[config.mk]
export PLATFORM = sky130hd
export DESIGN_NAME = row_render
export DESIGN_NICKNAME = d
export VERILOG_FILES = /design/src/rtl/row_render_pkg.sv /design/src/rtl/row_render_tex_stepper.sv /design/src/rtl/row_render.sv
export SDC_FILE = /design/constraint.sdc
export NUM_CORES = 1
export LEC_CHECK = 0
export BUFFER_PORTS_ARGS = -buffer_cell sky130_fd_sc_hd__buf_4
export CORE_AREA = 2 2 101 103
export CTS_CLUSTER_DIAMETER = 40
export CTS_CLUSTER_SIZE = 28
export DETAILED_ROUTE_END_ITERATION = 8
export DIE_AREA = 0 0 103 105
export HOLD_SLACK_MARGIN = 0.02
export MAX_ROUTING_LAYER = met4
export PLACE_DENSITY = 0.69
export SYNTH_ARGS = -nofsm -noshare
export SYNTH_HDL_FRONTEND = slang
export SYNTH_SLANG_ARGS = --single-unit
[constraint.sdc]
create_clock -name clk -period 14.3 [get_ports clk]
set_input_delay 2.145 -clock clk [delete_from_list [all_inputs] [get_ports clk]]
set_output_delay 2.145 -clock clk [all_outputs]
set_load 0.1 [all_outputs]
[src/rtl/row_render_pkg.sv]
// row_render_pkg: shared line-renderer geometry, region codes and colours.
package row_render_pkg;
   localparam int H_VIEW_DEF   = 640;
   localparam int H_CENTER_DEF = 320;
   localparam int TEX_H_DEF    = 64;
   localparam int HPOS_W       = 10;
   localparam int SIZE_W       = 11;
   localparam int ACC_W        = 12;
   localparam int TEXV_W       = 6;
   localparam logic [1:0] REG_BLANK = 2'd0;
   localparam logic [1:0] REG_CEIL  = 2'd1;
   localparam logic [1:0] REG_WALL  = 2'd2;
   localparam logic [1:0] REG_FLOOR = 2'd3;
   localparam logic [5:0] RGB_BLANK  = 6'b000000;
   localparam logic [5:0] RGB_CEIL   = 6'b010101;
   localparam logic [5:0] RGB_FLOOR  = 6'b101010;
   localparam logic [5:0] RGB_WALL_X = 6'b000011;
   localparam logic [5:0] RGB_WALL_Y = 6'b000010;
   // Wall shade comes from the top texel bits; Y faces are drawn darker.
   function automatic logic [5:0] wall_rgb(input logic [1:0] vh, input logic side);
      return side ? (RGB_WALL_Y | {1'b0, vh[1], 1'b0, vh[1], 2'b00})
                  : (RGB_WALL_X | {vh, vh, 2'b00});
   endfunction
endpackage

[src/rtl/row_render_tex_stepper.sv]
// tex_stepper: Bresenham texel stepper; v is the texel index after this cycle's load/step.
module tex_stepper
   import row_render_pkg::*;
#(
   parameter int TEX_H = TEX_H_DEF
) (
   input  logic              clk,
   input  logic              reset_n,
   input  logic              load,
   input  logic              step,
   input  logic [SIZE_W-1:0] d,
   output logic [TEXV_W-1:0] v
);
   localparam logic [ACC_W-1:0]  STEP  = ACC_W'(TEX_H);
   localparam logic [TEXV_W-1:0] V_MAX = TEXV_W'(TEX_H - 1);
   logic [ACC_W-1:0]  acc_q, acc_d, sum, dd;
   logic [TEXV_W-1:0] v_q, v_d;
   logic              over;
   // d >= TEX_H, so a single subtraction per step keeps acc below d.
   always_comb begin
      dd    = ACC_W'(d);
      sum   = acc_q + STEP;
      over  = sum >= dd;
      acc_d = load ? '0 : step ? (over ? sum - dd : sum) : acc_q;
      v_d   = load ? '0 : (step && over && v_q != V_MAX) ? v_q + TEXV_W'(1) : v_q;
      v     = v_d;
   end
   always_ff @(posedge clk or negedge reset_n) begin
      if (!reset_n) begin
         acc_q <= '0;
         v_q   <= '0;
      end else begin
         acc_q <= acc_d;
         v_q   <= v_d;
      end
   end
endmodule

[src/rtl/row_render.sv]
// row_render: turns one traced wall slice per line into region, texel and colour per pixel.
module row_render
   import row_render_pkg::*;
#(
   parameter int H_VIEW   = H_VIEW_DEF,
   parameter int H_CENTER = H_CENTER_DEF,
   parameter int TEX_H    = TEX_H_DEF
) (
   input  logic              clk,
   input  logic              reset_n,
   input  logic              hmax,
   input  logic [HPOS_W-1:0] hpos,
   input  logic              i_side,
   input  logic [SIZE_W-1:0] i_size,
   output logic [1:0]        o_region,
   output logic [TEXV_W-1:0] o_tex_v,
   output logic [5:0]        o_rgb
);
   localparam logic [SIZE_W-1:0] CTR  = SIZE_W'(H_CENTER);
   localparam logic [SIZE_W-1:0] VIEW = SIZE_W'(H_VIEW);
   localparam logic [SIZE_W-1:0] TEXH = SIZE_W'(TEX_H);
   logic              hmax_q;
   logic              pend_side_q, pend_side_d, act_side_q, act_side_d;
   logic [SIZE_W-1:0] pend_half_q, pend_half_d, act_half_q, act_half_d;
   logic [SIZE_W-1:0] hp, wall_start, wall_end, twice, d;
   logic [1:0]        region_q, region_d;
   logic [TEXV_W-1:0] tex_v_q, tex_v_d, v;
   logic [5:0]        rgb_q, rgb_d;
   logic              load, step;
   // Captures land in the pending buffer; the line buffer only swaps at hpos 0,
   // with a bypass so a capture on hpos 0 itself drives that same line.
   always_comb begin
      pend_half_d = hmax_q ? (i_size > CTR ? CTR : i_size) : pend_half_q;
      pend_side_d = hmax_q ? i_side : pend_side_q;
      act_half_d  = (hpos == '0) ? pend_half_d : act_half_q;
      act_side_d  = (hpos == '0) ? pend_side_d : act_side_q;
      hp          = SIZE_W'(hpos);
      wall_start  = CTR - act_half_d;
      wall_end    = CTR + act_half_d;
      twice       = act_half_d + act_half_d;
      d           = twice > TEXH ? twice : TEXH;
      region_d    = hp >= VIEW ? REG_BLANK : hp < wall_start ? REG_CEIL :
                    hp < wall_end ? REG_WALL : REG_FLOOR;
      load        = hp == wall_start;
      step        = region_d == REG_WALL && !load;
      tex_v_d     = region_d == REG_WALL ? v : '0;
      rgb_d       = region_d == REG_WALL  ? wall_rgb(v[5:4], act_side_d) :
                    region_d == REG_CEIL  ? RGB_CEIL :
                    region_d == REG_FLOOR ? RGB_FLOOR : RGB_BLANK;
   end
   tex_stepper #(.TEX_H(TEX_H)) u_step (
      .clk     (clk),
      .reset_n (reset_n),
      .load    (load),
      .step    (step),
      .d       (d),
      .v       (v)
   );
   always_ff @(posedge clk or negedge reset_n) begin
      if (!reset_n) begin
         hmax_q      <= 1'b0;
         pend_half_q <= '0;
         pend_side_q <= 1'b0;
         act_half_q  <= '0;
         act_side_q  <= 1'b0;
         region_q    <= REG_BLANK;
         tex_v_q     <= '0;
         rgb_q       <= RGB_BLANK;
      end else begin
         hmax_q      <= hmax;
         pend_half_q <= pend_half_d;
         pend_side_q <= pend_side_d;
         act_half_q  <= act_half_d;
         act_side_q  <= act_side_d;
         region_q    <= region_d;
         tex_v_q     <= tex_v_d;
         rgb_q       <= rgb_d;
      end
   end
   assign o_region = region_q;
   assign o_tex_v  = tex_v_q;
   assign o_rgb    = rgb_q;
endmodule

# ---- Word-level counts from Yosys, hierarchy flattened
# Cells that the tools add are included.
dict set report word_totals {
  reg_bits 57
  wordCells 52
  mem_bits_ro 0
  ram_bits 0
  latch_bits 0
  memories 0
  output_inout_bits 14
  inputBits 25
}
dict set report op_classes {
  n_mux 19
  reduce_logical 6
  order_cmp 6
  shift 0
  div_mod_pow 0
  add_sub_neg 6
  n_mul 0
  eq_ne 5
  n_bitwise 0
}
# operator count
set ops {}
lappend ops {{two-way mux 11 bit} 4}
lappend ops {{two-way mux 6 bit} 7}
lappend ops {{two-way mux 12 bit} 3}
lappend ops {{less-than comparator 10 x 11 -> 1 bit} 2}
lappend ops {{adder 12 x 7 -> 12 bit, second input constant} 1}
lappend ops {{>= comparator 12 x 11 -> 1 bit} 1}
lappend ops {{subtractor 12 x 11 -> 12 bit} 1}
lappend ops {{adder 11 bit} 1}
lappend ops {{adder 9 x 11 -> 11 bit, first input constant} 1}
lappend ops {{equality test 10 x 11 -> 1 bit} 1}
lappend ops {{greater-than comparator 11 x 7 -> 1 bit, second input constant} 1}
lappend ops {{greater-than comparator 11 x 9 -> 1 bit, second input constant} 1}
lappend ops {{subtractor 9 x 11 -> 11 bit, first input constant} 1}
lappend ops {{>= comparator 10 bit, second input constant} 1}
lappend ops {{zero test 10 bit} 1}
lappend ops {{adder 6 x 1 -> 6 bit, second input constant} 1}
lappend ops {{!= test 6 bit, second input constant} 1}
lappend ops {{equality test 2 bit, second input constant} 2}
lappend ops {{two-way mux 2 bit} 2}
lappend ops {{logical AND 1 bit} 3}
lappend ops {{two-way mux 1 bit} 3}
lappend ops {{equality test 2 x 1 -> 1 bit, second input constant} 1}
lappend ops {{nonzero test 2 bit} 1}
lappend ops {{zero test 1 bit} 1}

# ---- Logic depth before layout (Yosys ltp)
# Gate-level depths: netlist of the first run.
dict set report logic_depth {
  word_depth 17
  mapped_depth 22
  depth_no_buf 20
}

# ---- Hierarchy
# Synthesis of the first run repeated with hierarchy kept, for this count alone.
dict set report unflattened {
  hier_cells 424
  hier_area_um2 3942.5
}
# mod cells_per_inst instances area_each_um2 seq_area_each_um2
set by_module_without_submodules {}
lappend by_module_without_submodules {row_render 242 1 2378.5 925.9}
lappend by_module_without_submodules {tex_stepper 182 1 1564.0 450.4}

# ---- Worst setup path after synthesis of the first run
# No wires, ideal clock.
dict set report synth_path {
  path_type {input to register}
  start {in hpos[1]}
  end {reg rgb_q[4] (netlist: o_rgb[4])}
  t_arrival_ns 6.477
  stages 21
  path_buffers 4
  t_required_ns 14.170
  setup_time_ns 0.130
  setup_slack_ns 7.693
  path_cell_list {nor4_4 -> and3_1 -> buf_4 -> buf_2 -> mux2i_1 -> ha_1 -> o21ai_0 -> a211o_1 -> and2_1 -> ha_1 -> a21o_1 -> a21oi_1 -> nand2b_1 -> nand3b_1 -> a31o_2 -> buf_1 -> and3_4 -> and2_4 -> buf_6 -> a32oi_4 -> o211ai_2}
}
dict set report synth_between {
  elab_chain_cells 15
  elab_cells_between_ends 27
  classes_between {add/sub (3); order compare (5); eq/ne (3); mux (11); reduce/logical (5)}
}
# element line_no
set synth_lines {}
lappend synth_lines {{start, declared} row_render.sv:12} ;# input logic [HPOS_W-1:0] hpos,
lappend synth_lines {{branches (longest 14 deep; another with >= comparator 12 x 11 -> 1 bit)} -}
lappend synth_lines {{two-way mux 6 bit (*)} row_render.sv:47} ;# rgb_d = region_d == REG_WALL ? wall_rgb(v[5:4], act_side_d) :
lappend synth_lines {{end signal, assigned} row_render.sv:77} ;# rgb_q <= rgb_d;
lappend synth_lines {{end, declared} row_render.sv:28} ;# logic [5:0] rgb_q, rgb_d;
# Mark *: on every way between the ends.
# A chain may end at the register's enable or synchronous reset.

# ---- Worst setup path in the final report of the first run
dict set report layout_path {
  start {in hpos[1]}
  end {reg tex_v_q[1] (netlist: o_tex_v[1])}
}
dict set report layout_between {
  elab_chain_cells 14
  elab_cells_between_ends 23
  classes_between {add/sub (3); order compare (5); eq/ne (2); mux (8); reduce/logical (5)}
}
# element line_no
set layout_lines {}
lappend layout_lines {{branches (longest 12 deep; another with >= comparator 12 x 11 -> 1 bit)} -}
lappend layout_lines {{two-way mux 6 bit (*)} row_render_tex_stepper.sv:25} ;# v_d = load ? '0 : (step && over && v_q != V_MAX) ? v_q + TEXV_W'(1) : v_q;
lappend layout_lines {{net u_step.v[1]} row_render_tex_stepper.sv:12} ;# output logic [TEXV_W-1:0] v
lappend layout_lines {{two-way mux 6 bit (*)} row_render.sv:46} ;# tex_v_d = region_d == REG_WALL ? v : '0;
lappend layout_lines {{net tex_v_d[1]} row_render.sv:27} ;# logic [TEXV_W-1:0] tex_v_q, tex_v_d, v;
lappend layout_lines {{end signal, assigned} row_render.sv:76} ;# tex_v_q <= tex_v_d;
lappend layout_lines {{end, declared} row_render.sv:27}
# Mark *: on every way through the listed nets, which the timed path passes.

==> impl_metrics.yaml, run 1 <==
synth:
  async_reset_ff_frac: 1.000
  synth_cell_types: 67
  yosysWarningCount: 0
  synth-seq-area-share: 0.3536
  ys_ff_latch: 54
  syn_area_um2: 3821
  synth_top_area_frac: 0.3536
  synthTopCellsByCount: "54 x dfrtp_1, 37 x ha_1, 32 x nand2_1"
  syn_area_per_cell_um2: 9.297
  synth_most_common_cell: "dfrtp_1"
  syn_nets: 473
  synthCells: 411
  synth.area.top_cells: "dfrtp_1 35%, ha_1 12%, xnor2_1 3.7%"
  synth_edf_count: 0
  ys.flop_type: "dfrtp_1"
  synth_top_cell_by_area: "dfrtp_1"
global_route:
  grt_pass1_wl_um: 15200
  use_met2: 0.3071
  grtUsageMet3: 0.02074
  grt.overflow.total: 0
  gr-usage-met1: 0.2297
  grt_usage: 0.1808
  antenna_found_initial: 0
  grt_max_degree: 55
  grt_pass1_vias: 3133
  busiest_layer: "met2"
worst_setup_path:
  path_class: "input port to flop"
  critPathCaptureType: "flop"
  required_ns: 14.52
  r2r-end: "u_step.acc_q[4]$_DFFE_PN0P_"
  ff2ff_setup_slack_ns: 9.08
  critPathLaunchType: "input port"
  cp.arrival_ns: 7.18
  critPathMaxFanout: 16
  worst_r2r_startpoint: "hmax_q$_DFF_PN0_"
  ff2ff_path_depth: 18
sta:
  rsz0062_at_grt: "false"
  setup_viol: 0
  worstMarginPinSlew_ns: 0.7414
  finalHoldWorstSlack_ns: 0.4786
  fmax_ghz: 0.1435
  relSlewSlack: 0.5057
  fin_crit_ns: 6.967
  slew_violations: 0
  hold_viol_final: 0
  tns_ns: 0
  period_share: 0.4872
  finalClockSkew_ns: 0.008525
floorplanning:
  core-area_um2: 9639
  dieArea_um2: 10820
  start_util: 0.3964
  dieWidth_um: 103
  die_h_um: 105
  rows: 36
  io-pin-count: 39
detailed_routing:
  drt_pre_antenna_iters: 4
  drt_iter0_markers: 148
  routed_wl_um: 9164
  drc_errors: 0
  via_per_inst: 5.451
  vias: 3167
  ant_nets: 0
  wire_per_inst_um: 15.77
placement:
  place.gp.congestion: 0.9202
  port_buffers: 38
  dp_hpwl_um: 7062
clock_network:
  cts_buffer_depth: 2
  cts_setup_buffers: 0
  cts_tree: "yes"
  clkSinkCount: 54
  clock_latency_ns: 0.31
  post_cts_resize_count: 0
  clock-root-buffer: "clkbuf_8"
  postCtsHoldBufs: 0
  cts_buffers: 5
  path_clk_slew_ns: 0.11
  htree_levels: 2
power_and_ir_drop:
  p_leak_nw: 2.015
  powerDensity_nw_per_um2: 153.6
  vdd_ir_drop_max_mv: 0.05517
worst_hold_path:
  hp-class: "flop to flop"
  min-delay-start: "pend_half_q[1]$_DFF_PN0_"
  whs_path_depth: 2
  hold_end: "pend_half_q[1]$_DFF_PN0_"
cells_and_area:
  antenna_cells: 0
  n_fill_cell: 945
  drive_gt1_frac: 0.1629
  area_growth_pct: 13.59
  fin_nets: 509
status:
  status: "finished, final reports clean"
job:
  cap_violations: 0
-- sequential cells by signal, summed over array words and instances (netlist names) --
signal,cells
act_side_q,1
u_step.acc_q,11
o_rgb,4
o_region,2
act_half_q,11
hmax_q,1
u_step.v_q,6
o_tex_v,6
pend_half_q,11
pend_side_q,1
-- per-stage QoR --
stage | worst slack (ns) | instance area (µm²) | std cells | util | power, mW
floorplan | 7.693 | 3821 | 411 | - | 0.4820
detailed placement | 7.092 | 4219 | 573 | 0.4377 | 0.5528
finish | 7.333 | 4340 | 581 | 0.4503 | 0.6666
global route | 7.016 | 4340 | 581 | 0.4503 | 0.7158
global placement | 7.214 | 4219 | 573 | 0.4377 | 0.5452
CTS | 7.401 | 4340 | 581 | 0.4503 | 0.6660
-- power by group --
group	internal [mW]	switching (mW)
Clock	0.0577	0.0539
Combinational	0.138	0.213
Sequential	0.182	0.0224
-- critical path, cell delays in order --
cell and delay, ns:
buf_4 0.13, nor4_4 0.33, and3_1 0.70, o221ai_1 0.30
a2111oi_2 0.59, nand4_1 0.15, a211o_1 0.40, and2_1 0.20
ha_1 0.33, a21o_1 0.19, a21oi_1 0.25, nand2b_1 0.15
nand3b_1 0.11, a31o_2 0.35, and3_4 0.21, nand3_1 0.13
mux2_2 0.35, and2_1 0.15
-- final cells by class --
| class | instances | area (µm²) | area share |
|---|---|---|---|
| Clock buffer | 6 | 82.58 | 0.01903 |
| Clock inverter | 2 | 38.79 | 0.008936 |
| Inverter | 33 | 123.9 | 0.02854 |
| Multi-Input combinational cell | 313 | 2277 | 0.5246 |
| Sequential cell | 54 | 1351 | 0.3113 |
| Tap cell | 133 | 166.4 | 0.03834 |
| Timing Repair Buffer | 40 | 300.3 | 0.06918 |
-- how the worst max path moves through the flow --
stage | endpoint | cells past startpoint | startpoint
after floorplan | o_rgb[4]$_DFF_PN0_ | 21 | hpos[1]
after global placement | o_tex_v[1]$_DFF_PN0_ | 18 | hpos[1]
after detailed placement | o_tex_v[1]$_DFF_PN0_ | 18 | hpos[1]
after CTS | o_tex_v[1]$_DFF_PN0_ | 18 | hpos[1]
after global routing | o_rgb[3]$_DFF_PN0_ | 19 | hpos[1]
final | o_tex_v[1]$_DFF_PN0_ | 18 | hpos[1]
-- cells in the final DEF (no fill, tap or decap), types with 3 or more instances in the layout --
cell type	instances
a211oi_1	3
a21boi_0	3
a21o_1	6
a21oi_1	21
a22o_1	8
a31o_2	4
a31oi_1	8
a32oi_1	3
and2_1	8
and3_1	5
buf_4	40
clkbuf_8	6
dfrtp_1	54
ha_1	37
inv_1	31
mux2_2	3
mux2i_1	7
nand2_1	32
nand2b_1	5
nand3_1	19
nand4_1	8
nor2_1	26
nor2b_1	4
nor3_1	11
nor4_1	4
o21a_1	3
o21ai_0	19
o21ai_1	3
or3_1	3
xnor2_1	16
xor2_1	5
-- kinds of logic after synthesis --
family          Yosys count  synth area share
xor+xnor                 21           0.04813
flops                    54            0.3536
fa+ha+maj                37            0.1212
mux                      10           0.02718
buf+inv                  44           0.05042
compound gates          105            0.2004
simple gates            140            0.1991
-- per-layer routing --
layer	up-vias	part of all wire
met2	66	0.50
met5	-	0
met1	1523	0.46
li1	1570	-
met3	8	0.033
met4	0	0.011
(Power assumes the default switching activity.)
==> run 2: changes to the inputs <==
--- a/config.mk
+++ b/config.mk
@@ -5,6 +5,7 @@
 export SDC_FILE = /design/constraint.sdc
 export NUM_CORES = 1
 export LEC_CHECK = 0
+export ABC_AREA = 1
 export BUFFER_PORTS_ARGS = -buffer_cell sky130_fd_sc_hd__buf_4
 export CORE_AREA = 2 2 101 103
 export CTS_CLUSTER_DIAMETER = 40
@@ -13,7 +14,7 @@
 export DIE_AREA = 0 0 103 105
 export HOLD_SLACK_MARGIN = 0.02
 export MAX_ROUTING_LAYER = met4
-export PLACE_DENSITY = 0.69
+export PLACE_DENSITY = 0.68
 export SYNTH_ARGS = -nofsm -noshare
 export SYNTH_HDL_FRONTEND = slang
 export SYNTH_SLANG_ARGS = --single-unit
==> constraint.sdc (replaced) <==
create_clock -name clk -period 6.5 [get_ports clk]
set_input_delay 0.975 -clock clk [delete_from_list [all_inputs] [get_ports clk]]
set_output_delay 0.975 -clock clk [all_outputs]
set_load 0.1 [all_outputs]
==> run 2 against run 1 <==
- synthesized area down 1.5%
- die area unchanged
- clock skew up 0.0022 ns
- critical path depth up 9
- final cell count up 10%
- global-route usage down 0.77 points
- sequential power up 120%
- register-to-register slack worse by 7.7 ns
- sequential cell count unchanged
- non-clock buffer count down 1
- sequential share of layout area up 0.45 points
- critical path type unchanged
- critical endpoint is now o_rgb[4]$_DFF_PN0_
- largest cell class unchanged
==> impl_metrics.yaml, run 2 <==
status:
  status: "finished, final reports clean"
clock_network:
  cts_setup_buffers: 0
  post_cts_resize_count: 0
  cts_buffers: 5
  clock_latency_ns: 0.31
  path_clk_slew_ns: 0.11
  clock-root-buffer: "clkbuf_8"
  htree_levels: 2
  postCtsHoldBufs: 0
  cts_tree: "yes"
  cts_buffer_depth: 2
  clkSinkCount: 54
worst_setup_path:
  path_class: "input port to flop"
  worst_r2r_startpoint: "hmax_q$_DFF_PN0_"
  critPathCaptureType: "flop"
  critPathLaunchType: "input port"
  setup.worst_path.start: "hpos[7]"
  required_ns: 6.71
  critPathMaxFanout: 19
  cp.arrival_ns: 5.72
floorplanning:
  dieWidth_um: 103
  core-area_um2: 9639
  rows: 36
  io-pin-count: 39
  start_util: 0.3906
  die_h_um: 105
  dieArea_um2: 10820
placement:
  port_buffers: 38
  place.gp.congestion: 0.9214
  dp_hpwl_um: 6939
  place_ws_ns: 0.6932
worst_hold_path:
  min-delay-start: "pend_half_q[2]$_DFF_PN0_"
  hp-class: "flop to flop"
power_and_ir_drop:
  p_leak_nw: 2.264
  vdd_ir_drop_max_mv: 0.1467
  powerDensity_nw_per_um2: 331.1
global_route:
  grt_max_degree: 55
  use_met2: 0.2792
  grt_usage: 0.1731
  antenna_found_initial: 0
  grt_pass1_vias: 3152
  grt_pass1_wl_um: 14750
  gr-usage-met1: 0.2259
  busiest_layer: "met2"
  grtUsageMet3: 0.02609
  grt.overflow.total: 0
synth:
  ys_ff_latch: 54
  synth_cell_types: 43
  synth.area.top_cells: "dfrtp_1 36%, ha_1 12%, nand2_1 9.4%"
  synth-xor-area-share: 0.06049
  synth_edf_count: 0
  syn_area_per_cell_um2: 8.062
  syn_area_um2: 3765
  yosysWarningCount: 0
  synthCells: 467
  synth-seq-area-share: 0.3589
  async_reset_ff_frac: 1.000
  synth_fa_ha_area_frac: 0.1230
  syn_nets: 529
  synthTopCellsByCount: "94 x nand2_1, 64 x inv_1, 54 x dfrtp_1"
  synth_top_family_by_area: "simple AND/OR/NAND/NOR gates"
  synth.area.mux_share: 0
  ys.flop_type: "dfrtp_1"
  synth_compound_area_frac: 0.1130
  synth_top_area_frac: 0.3589
  synth_most_common_cell: "nand2_1"
  synth_top_cell_by_area: "dfrtp_1"
  yosys.area_share.simple: 0.2645
sta:
  tns_ns: 0
  fin_crit_ns: 5.514
  slew_violations: 0
  relSlewSlack: 0.5202
  hold_viol_final: 0
  rsz0062_at_grt: "false"
  period_share: 0.8483
  setup_viol: 0
  fin_ws_ns: 0.9863
  fmax_ghz: 0.1814
  worstMarginPinSlew_ns: 0.7122
  finalClockSkew_ns: 0.01076
cells_and_area:
  reg.largest.list: "act_half_q x11, pend_half_q x11, u_step.acc_q x11"
  area_growth_pct: 13.66
  antenna_cells: 0
  drive_gt1_frac: 0.1713
  final_common_cell: "nand2_1"
  final_cell_mix: "94 x nand2_1, 64 x inv_1, 54 x dfrtp_1"
  fin_nets: 569
detailed_routing:
  routed_wl_um: 8490
  drt_pre_antenna_iters: 4
  drt_iter0_markers: 119
  vias: 3184
  drc_errors: 0
  via_per_inst: 4.967
  ant_nets: 0
  wire_per_inst_um: 13.24
job:
  cap_violations: 0
-- run 2: kinds of logic (layout without fill, tap and decap cells) --
| logic type | count (synthesis) | count (layout) |
|---|---|---|
| AND/OR/NAND/NOR | 202 | 202 |
| buffers and inverters | 75 | 116 |
| AO/OA/AOI/OAI | 73 | 73 |
| adder cells (fa/ha/maj) | 37 | 37 |
| XOR/XNOR | 26 | 26 |
| flip-flops | 54 | 54 |
-- run 2: worst paths after layout --
| kind | endpoint | slack, ns | cells after the start |
|---|---|---|---|
| min in group asynchronous | o_region[1]$_DFF_PN0_ | 0.68 | 1 |
| min | pend_half_q[2]$_DFF_PN0_ | 0.49 | 2 |
| max reg2reg | o_rgb[4]$_DFF_PN0_ | 1.39 | 25 |
| max in group asynchronous | u_step.acc_q[5]$_DFFE_PN0P_ | 5.36 | 1 |
| min reg2reg | pend_half_q[2]$_DFF_PN0_ | 0.49 | 2 |
| max | o_rgb[4]$_DFF_PN0_ | 0.99 | 27 |
-- run 2: layout make-up --
type	instances	area (µm²)
clock buffer	5	68.82
fill	984	5360
timing repair buffer	39	292.8
tap	133	166.4
clock inverter	3	28.78
sequential	54	1351
inverter	69	259.0
multi-input combinational	338	2112
-- run 2: metal layers --
metal	vias to the layer above	share of wire	wire, µm
met5	-	0	0
met3	19	0.029	247
met4	0	0.020	173
li1	1619	-	-
met1	1494	0.47	3982
met2	52	0.48	4086
-- run 2: worst max-delay path, cell delays in order --
cell	delay [ns]
buf_4	0.13
nor2_1	0.16
nand3_2	0.15
nor2_8	0.26
inv_2	0.13
o21ai_0	0.37
inv_1	0.18
nor4_2	0.41
nand4_1	0.14
a21oi_1	0.29
inv_2	0.11
nand2_1	0.08
ha_1	0.26
nand2_1	0.08
nand2_1	0.05
a21oi_1	0.18
o21ai_0	0.15
a21boi_0	0.32
o21ai_0	0.17
nand2_1	0.10
nand4_1	0.27
nand3_1	0.34
a21oi_1	0.13
nand3_1	0.12
nand2_1	0.06
nand2_1	0.05
nand2_1	0.04
-- run 2: where the power goes --
| group | switching [mW] | internal, mW |
|---|---|---|
| Combinational | 0.496 | 0.276 |
| Clock | 0.124 | 0.0810 |
| Sequential | 0.0430 | 0.398 |
| Total | 0.662 | 0.755 |
-- run 2: through the flow --
stage | power (mW) | area, µm² | std cells | utilization | hold slack, ns
6_report | 1.417 | 4279 | 641 | 0.4439 | 0.4898
4_1_cts | 1.417 | 4279 | 641 | 0.4439 | 0.4946
2_1_floorplan | 1.039 | 3765 | 467 | - | 0.4334
3_3_place_gp | 1.194 | 4182 | 633 | 0.4338 | 0.4631
5_1_grt | 1.541 | 4279 | 641 | 0.4439 | 0.5223
3_5_place_dp | 1.209 | 4182 | 633 | 0.4338 | 0.4667
